### src/rtl/prn_chip_spreader_pkg.sv
// Shared types and sizing helpers for the PRN chip spreader.
// Holds the FSM state encoding, the default code length and the counter-width helper.
package navicl1_pkg;

    typedef enum logic [1:0] {
        IDLE  = 2'd0,
        ARMED = 2'd1,
        RUN   = 2'd2
    } state_t;

    localparam int CODE_LEN_DEF = 1800;

    // Per-chip output event, registered as one bundle so every strobe shares an edge.
    typedef struct packed {
        logic chip_out;
        logic chip_valid;
        logic epoch_start;
        logic sym_start;
        logic underrun;
    } chip_evt_t;

    // $clog2 collapses to zero for a count of one; counters always need at least one bit.
    function automatic int cnt_w(input int n);
        return (n < 2) ? 1 : $clog2(n);
    endfunction

endpackage

### src/rtl/prn_chip_spreader_if.sv
// Handshake and chip-stream bundle between the code/symbol source, the spreader and the modulator.
interface prn_chip_spreader_if
    import navicl1_pkg::*;
#(
    parameter int CODE_LEN = CODE_LEN_DEF
);

    logic [0:CODE_LEN-1] code_in;
    logic                code_valid;
    logic                code_ready;
    logic                start;
    logic                stop;
    logic                sym_in;
    logic                sym_valid;
    logic                sym_ready;
    logic                chip_out;
    logic                chip_valid;
    logic                epoch_start;
    logic                sym_start;
    logic                busy;
    logic                underrun;

    modport master (
        output code_in, code_valid, start, stop, sym_in, sym_valid,
        input  code_ready, sym_ready, chip_out, chip_valid, epoch_start,
               sym_start, busy, underrun
    );

    modport slave (
        input  code_in, code_valid, start, stop, sym_in, sym_valid,
        output code_ready, sym_ready, chip_out, chip_valid, epoch_start,
               sym_start, busy, underrun
    );

endinterface

### src/rtl/prn_chip_spreader_sym_slot.sv
// One-entry navigation-symbol holding register: valid/ready fill side, consume pulse drain side.
module sym_slot (
    input  logic clk,
    input  logic rst_n,
    input  logic i_sym,
    input  logic i_sym_valid,
    output logic o_sym_ready,
    input  logic i_consume,
    output logic o_full,
    output logic o_sym
);

    logic r_full;
    logic r_sym;
    logic w_load;

    assign o_sym_ready = !r_full;
    assign w_load      = i_sym_valid && !r_full;
    assign o_full      = r_full;
    assign o_sym       = r_sym;

    // Drain is applied before fill so a same-edge load always leaves the slot holding the new symbol.
    always_ff @(posedge clk or negedge rst_n) begin
        if (!rst_n) begin
            r_full <= 1'b0;
            r_sym  <= 1'b0;
        end else begin
            if (i_consume) begin
                r_full <= 1'b0;
            end
            if (w_load) begin
                r_full <= 1'b1;
                r_sym  <= i_sym;
            end
        end
    end

endmodule

### src/rtl/prn_chip_spreader.sv
// Latches one parallel PRN code block and replays it serially, one chip per strobe,
// XOR-spread with the current navigation data symbol.
module prn_chip_spreader
    import navicl1_pkg::*;
#(
    parameter int CODE_LEN       = CODE_LEN_DEF,
    parameter int CHIP_DIV       = 1,
    parameter int EPOCHS_PER_SYM = 2
)(
    input  logic              clk,
    input  logic              rst_n,
    prn_chip_spreader_if.slave io
);

    localparam int IDX_W = cnt_w(CODE_LEN);
    localparam int DIV_W = cnt_w(CHIP_DIV);
    localparam int EP_W  = cnt_w(EPOCHS_PER_SYM);

    localparam logic [IDX_W-1:0] IDX_LAST = IDX_W'(CODE_LEN - 1);
    localparam logic [DIV_W-1:0] DIV_LAST = DIV_W'(CHIP_DIV - 1);
    localparam logic [EP_W-1:0]  EP_LAST  = EP_W'(EPOCHS_PER_SYM - 1);

    state_t              r_state;
    logic [0:CODE_LEN-1] r_code;
    logic [IDX_W-1:0]    r_idx;
    logic [DIV_W-1:0]    r_div_cnt;
    logic [EP_W-1:0]     r_epoch_cnt;
    logic                r_cur_sym;
    logic                r_stop_req;
    chip_evt_t           r_evt;

    logic w_tick;
    logic w_sym_bnd;
    logic w_slot_full;
    logic w_slot_sym;
    logic w_slot_ready;
    logic w_consume;
    logic w_sym_eff;
    logic w_last_chip;
    logic w_halt;

    sym_slot u_sym_slot (
        .clk        (clk),
        .rst_n      (rst_n),
        .i_sym      (io.sym_in),
        .i_sym_valid(io.sym_valid),
        .o_sym_ready(w_slot_ready),
        .i_consume  (w_consume),
        .o_full     (w_slot_full),
        .o_sym      (w_slot_sym)
    );

    assign w_tick      = (r_state == RUN) && (r_div_cnt == DIV_LAST);
    assign w_sym_bnd   = w_tick && (r_idx == '0) && (r_epoch_cnt == '0);
    assign w_consume   = w_sym_bnd && w_slot_full;
    // A fresh symbol spreads the boundary chip itself; an empty slot spreads with zero.
    assign w_sym_eff   = w_sym_bnd ? (w_slot_full & w_slot_sym) : r_cur_sym;
    assign w_last_chip = w_tick && (r_idx == IDX_LAST);
    assign w_halt      = w_last_chip && (r_stop_req || io.stop);

    always_ff @(posedge clk or negedge rst_n) begin
        if (!rst_n) begin
            r_state     <= IDLE;
            r_code      <= '0;
            r_idx       <= '0;
            r_div_cnt   <= '0;
            r_epoch_cnt <= '0;
            r_cur_sym   <= 1'b0;
            r_stop_req  <= 1'b0;
            r_evt       <= '0;
        end else begin
            r_evt.chip_valid  <= w_tick;
            r_evt.epoch_start <= w_tick && (r_idx == '0);
            r_evt.sym_start   <= w_sym_bnd;
            r_evt.underrun    <= w_sym_bnd && !w_slot_full;
            if (w_tick) begin
                r_evt.chip_out <= r_code[r_idx] ^ w_sym_eff;
            end
            if (w_sym_bnd) begin
                r_cur_sym <= w_slot_full & w_slot_sym;
            end

            case (r_state)
                IDLE: begin
                    if (io.code_valid) begin
                        r_code  <= io.code_in;
                        r_state <= ARMED;
                    end
                end
                ARMED: begin
                    if (io.stop) begin
                        r_state <= IDLE;
                    end else if (io.start) begin
                        r_state     <= RUN;
                        r_idx       <= '0;
                        r_div_cnt   <= '0;
                        r_epoch_cnt <= '0;
                        r_stop_req  <= 1'b0;
                    end
                end
                RUN: begin
                    if (io.stop) begin
                        r_stop_req <= 1'b1;
                    end
                    if (w_tick) begin
                        r_div_cnt <= '0;
                        if (r_idx == IDX_LAST) begin
                            r_idx       <= '0;
                            r_epoch_cnt <= (r_epoch_cnt == EP_LAST) ? '0 : r_epoch_cnt + 1'b1;
                        end else begin
                            r_idx <= r_idx + 1'b1;
                        end
                    end else begin
                        r_div_cnt <= r_div_cnt + 1'b1;
                    end
                    // Halting only after the last chip keeps every emitted epoch whole.
                    if (w_halt) begin
                        r_state    <= IDLE;
                        r_stop_req <= 1'b0;
                    end
                end
                default: r_state <= IDLE;
            endcase
        end
    end

    assign io.code_ready  = (r_state == IDLE);
    assign io.busy        = (r_state == RUN);
    assign io.sym_ready   = w_slot_ready;
    assign io.chip_out    = r_evt.chip_out;
    assign io.chip_valid  = r_evt.chip_valid;
    assign io.epoch_start = r_evt.epoch_start;
    assign io.sym_start   = r_evt.sym_start;
    assign io.underrun    = r_evt.underrun;

endmodule

### src/flat_wrapper.sv
// flat-port wrapper written by rule: the top's interface ports become plain ports
module prn_chip_spreader_flat import navicl1_pkg::*;
#(
    parameter int CODE_LEN       = CODE_LEN_DEF,
    parameter int CHIP_DIV       = 1,
    parameter int EPOCHS_PER_SYM = 2
)
  (clk, rst_n, io_code_in, io_code_valid, io_start, io_stop, io_sym_in, io_sym_valid, io_code_ready, io_sym_ready, io_chip_out, io_chip_valid, io_epoch_start, io_sym_start, io_busy, io_underrun);
  prn_chip_spreader_if #(.CODE_LEN(CODE_LEN)) io_i ();
  input  logic clk;
  input  logic rst_n;
  input wire logic [$bits(io_i.code_in)-1:0] io_code_in;
  input wire logic [$bits(io_i.code_valid)-1:0] io_code_valid;
  input wire logic [$bits(io_i.start)-1:0] io_start;
  input wire logic [$bits(io_i.stop)-1:0] io_stop;
  input wire logic [$bits(io_i.sym_in)-1:0] io_sym_in;
  input wire logic [$bits(io_i.sym_valid)-1:0] io_sym_valid;
  output wire logic [$bits(io_i.code_ready)-1:0] io_code_ready;
  output wire logic [$bits(io_i.sym_ready)-1:0] io_sym_ready;
  output wire logic [$bits(io_i.chip_out)-1:0] io_chip_out;
  output wire logic [$bits(io_i.chip_valid)-1:0] io_chip_valid;
  output wire logic [$bits(io_i.epoch_start)-1:0] io_epoch_start;
  output wire logic [$bits(io_i.sym_start)-1:0] io_sym_start;
  output wire logic [$bits(io_i.busy)-1:0] io_busy;
  output wire logic [$bits(io_i.underrun)-1:0] io_underrun;
  assign io_i.code_in = io_code_in;
  assign io_i.code_valid = io_code_valid;
  assign io_i.start = io_start;
  assign io_i.stop = io_stop;
  assign io_i.sym_in = io_sym_in;
  assign io_i.sym_valid = io_sym_valid;
  assign io_code_ready = io_i.code_ready;
  assign io_sym_ready = io_i.sym_ready;
  assign io_chip_out = io_i.chip_out;
  assign io_chip_valid = io_i.chip_valid;
  assign io_epoch_start = io_i.epoch_start;
  assign io_sym_start = io_i.sym_start;
  assign io_busy = io_i.busy;
  assign io_underrun = io_i.underrun;
  prn_chip_spreader #(.CODE_LEN(CODE_LEN), .CHIP_DIV(CHIP_DIV), .EPOCHS_PER_SYM(EPOCHS_PER_SYM)) u_core (.clk(clk), .rst_n(rst_n), .io(io_i));
endmodule
### config.mk
export PLATFORM = sky130hd
export DESIGN_NAME = prn_chip_spreader_flat
export DESIGN_NICKNAME = d
export VERILOG_FILES = /design/src/rtl/prn_chip_spreader_pkg.sv /design/src/rtl/prn_chip_spreader_if.sv /design/src/rtl/prn_chip_spreader_sym_slot.sv /design/src/rtl/prn_chip_spreader.sv /design/src/flat_wrapper.sv
export SDC_FILE = /design/constraint.sdc
export NUM_CORES = 2
export LEC_CHECK = 0
export CAP_MARGIN = 20
export CORE_AREA = 2 2 714 716
export DETAILED_ROUTE_END_ITERATION = 6
export DIE_AREA = 0 0 716 718
export HOLD_SLACK_MARGIN = 0.05
export PLACE_DENSITY_LB_ADDON = 0.25
export SYNTH_ARGS = -nofsm -noshare
export SYNTH_HDL_FRONTEND = slang
export SYNTH_HIERARCHICAL = 1
export SYNTH_SLANG_ARGS = --single-unit
export TNS_END_PERCENT = 10
### constraint.sdc
create_clock -name clk -period 3.3 [get_ports clk]
set_clock_uncertainty 0.1 [all_clocks]
set_input_delay 0.66 -clock clk [delete_from_list [all_inputs] [get_ports clk]]
set_output_delay 0.66 -clock clk [all_outputs]
set_load 0.1 [all_outputs]
==> results.ini <==
[detailed_routing]
antenna_left=0
drtIter0Drc=5642
wl_per_cell_um=26.55
routed_via_density=4.013
via_count=73050
drc_errors=1
drt-pass1-iter-count=7
finalWirelength_um=483200

[place]
pre_cts_slack_ns=-1.460
port_buffers=1814
place_area_um2=114800
dp_hpwl_um=391000
gp_congestion=0.8527

[floorplanning]
core_um2=507100
core.rowCount=262
die_height_um=718
ios=1815
start_util=0.1653
dieArea_um2=514100
dieWidth_um=716

[setup_path]
max_stage_delay_ns=0.87
crit_slowest_cell=a311oi_4
r2r_cells=13
cp-startpoint=u_core/r_idx[0]
cp_data_required_time_ns=4.04
cp_max_fo=14
r2r-start=u_core/r_idx[0]
end_kind=flop
r2r_end=u_core/io.chip_out
worstSetupPathType=flop to flop
reg2reg_setup_slack_ns=-0.64
cp.arrival_ns=4.68
cp-start-kind=flop
cp_num_buf_inv=4
cp.depth=13
cp-endpoint=u_core/io.chip_out
path_delay_family=compound AO/OA/AOI/OAI gates
cp_cell_sequence=buf_12 -> buf_12 -> buf_4 -> mux2i_1 -> a221oi_2 -> a21oi_1 -> o31ai_2 -> a221oi_1 -> buf_4 -> a311oi_4 -> o311ai_4 -> a221oi_2 -> nand3b_1

[global_route]
antenna_found_initial=96
grt_pass1_vias=76540
grt_first_pass_wirelength_um=647500
gr-total-overflow=0
grt_max_degree=136
globalRouteTotalUtil=0.1819

[clock_network]
cts_made_buffers=226
clockBufferDepth=4
clk_pin_slew_ns=0.07
root_buffer=clkbuf_16
cts_tree=yes
clock_latency_ns=0.93
clkSinkCount=1824
htree_levels=4

[logic_synthesis]
synth_seq_cells=1824
synth_ff_type=dfrtp_1
syn_area_um2=83810
synthArstFlopShare=1.000
yosys_warnings=6
synth_nets=10840
yosysUniqueCellTypes=81
yosysTopAreaCell=dfrtp_1
synthTopCellsByArea=dfrtp_1, nand2_1, mux4_2
yosysMostFrequentCell=nand2_1
ys_top_cells_by_count=nand2_1, dfrtp_1, clkbuf_1, mux4_2, mux2i_1
syn_area_per_cell_um2=9.284
synth_top_area_frac=0.5446
seq_area_frac_synth=0.5446
synth_edf_count=0
synthCells=9028

[power_and_ir_drop]
leakagePower_nw=57.54
vdd_drop_max_mv=0.4512
powerDensity_nw_per_um2=870.8
power.total_mw=107.9

[status]
outcome=finished, violations left
failed_checks=DRC, setup timing

[timing]
rsz0062_at_grt=true
clock.fmax_mhz=253.8
setup_ws_ns=-0.6405
setup_viol=1
period_needed_ns=3.941
slew_viol_final=0
hold_ws_ns=0.1627
slew_headroom=0.2559
hold_violations=0
timing.final.crit_share=1.194
worst_pin_slew_ns=1.116

[final_layout]
design_area_um2=123900
fillers=55100
nets=13060
multi_input_area_um2=35680
seqCellArea_um2=45670
drive_above_1_share=0.1366
area_growth_syn_to_layout_pct=47.84

[worst_hold_path]
hp-class=primary input to flop

[job]
drv_cap=0

how the worst min path moves through the flow:
stage	start	end	cells after the start
final	io_code_in[590]	u_core/r_code[1209]	3
after floorplan	rst_n	u_core/io.chip_out	0
after global placement	u_core/r_code[28]	u_core/r_code[28]	2
after detailed placement	u_core/r_code[245]	u_core/r_code[245]	2
after global routing	io_code_in[596]	u_core/r_code[1203]	3
after CTS	io_code_in[19]	u_core/r_code[1780]	3
registers in the layout, indices dropped and copies added (netlist names):
name / count
u_core/r_stop_req: 1
u_core/r_code: 1800
u_core/r_idx: 11
u_core/io.chip_valid: 1
u_core/io.chip_out: 1
u_core/r_div_cnt: 1
u_core/io.epoch_start: 1
u_core/r_state: 2
u_core/io.sym_start: 1
u_core/r_epoch_cnt: 1
u_core/io.underrun: 1
u_core/u_sym_slot/o_full: 1
u_core/u_sym_slot/o_sym: 1
u_core/r_cur_sym: 1
stage by stage:
step | setup TNS (ns) | cells | utilization
after floorplan | 0 | 9028 | -
after global routing | -0.7441 | 18180 | 0.2442
after detailed placement | -1.468 | 17670 | 0.2264
after CTS | -0.6859 | 18150 | 0.2438
after global placement | -1.509 | 17670 | 0.2263
final | -0.6405 | 18200 | 0.2443
worst min-delay path, stage by stage:
cell,delay (ns)
clkdlybuf4s50_1,0.40
nand2_1,0.06
nand2_1,0.04
layout make-up:
class,instances,area share
diodes,35,0.0007068
inverters,18,0.0006665
clock inverters,92,0.008644
well taps,6732,0.06798
multi-input cells,6613,0.2879
clock buffers,327,0.05356
repair buffers,2560,0.2120
flip-flops and latches,1824,0.3686
cell usage in the layout, fill, tap and decap left out, types with 8 or more instances in the layout:
| master | instances |
|---|---|
| nand2_1 | 5483 |
| dfrtp_1 | 1816 |
| clkdlybuf4s50_1 | 1805 |
| buf_4 | 521 |
| mux4_2 | 339 |
| clkbuf_16 | 228 |
| mux2i_1 | 225 |
| buf_12 | 165 |
| a22oi_1 | 59 |
| clkbuf_8 | 58 |
| clkinv_2 | 46 |
| clkbuf_1 | 42 |
| dlygate4sd3_1 | 38 |
| nand3_1 | 38 |
| nor2_1 | 37 |
| diode_2 | 35 |
| mux4_1 | 35 |
| a221oi_1 | 35 |
| o21ai_0 | 34 |
| a21oi_1 | 32 |
| o211ai_1 | 17 |
| nor3_1 | 16 |
| bufinv_16 | 15 |
| a31oi_1 | 15 |
| buf_6 | 15 |
| inv_1 | 12 |
| nor2_4 | 12 |
| inv_6 | 10 |
| nand4_1 | 10 |
| o21ai_1 | 10 |
| a22o_1 | 10 |
| clkinvlp_4 | 9 |
| buf_16 | 9 |
| nand2b_1 | 8 |
| a221oi_2 | 8 |
| o22ai_1 | 8 |
routing by layer:
| layer | GRT usage | share of wire | up-vias | wire length, um |
|---|---|---|---|---|
| li1 | - | - | 33600 | - |
| met1 | 0.2298 | 0.42 | 36730 | 203700 |
| met2 | 0.3207 | 0.50 | 2173 | 241300 |
| met3 | 0.02674 | 0.048 | 507 | 23150 |
| met4 | 0.05102 | 0.031 | 40 | 14810 |
| met5 | 0 | 0.00055 | - | 267 |
timing repair:
action	in CTS	in global routing
hold endpoints to repair	469	0
pin swaps	13	18
gates resized for setup	76	24
gates cloned	4	1
setup buffers	18	16
endpoints found under the setup margin	3	2
hold buffers	38	0
where the power goes:
part	leakage, nW	switching (mW)	total, mW	internal, mW
Clock	3.80	10.8	26.0	15.2
Sequential	22.6	7.24	40.4	33.1
Combinational	31.2	23.8	41.5	17.8
kinds of logic (layout without fill, tap and decap cells):
logic type	count (synthesis)	count (layout)	share of synthesized area
multiplexers	611	611	0.1307
adder cells (fa/ha/maj)	5	5	0.0007464
buffers and inverters	591	2997	0.03735
XOR/XNOR	6	6	0.0006270
AO/OA/AOI/OAI	326	326	0.02920
AND/OR/NAND/NOR	5665	5665	0.2568
flip-flops	1824	1824	0.5446
other	0	35	0
Note: power is estimated with default switching activity, not from simulation.
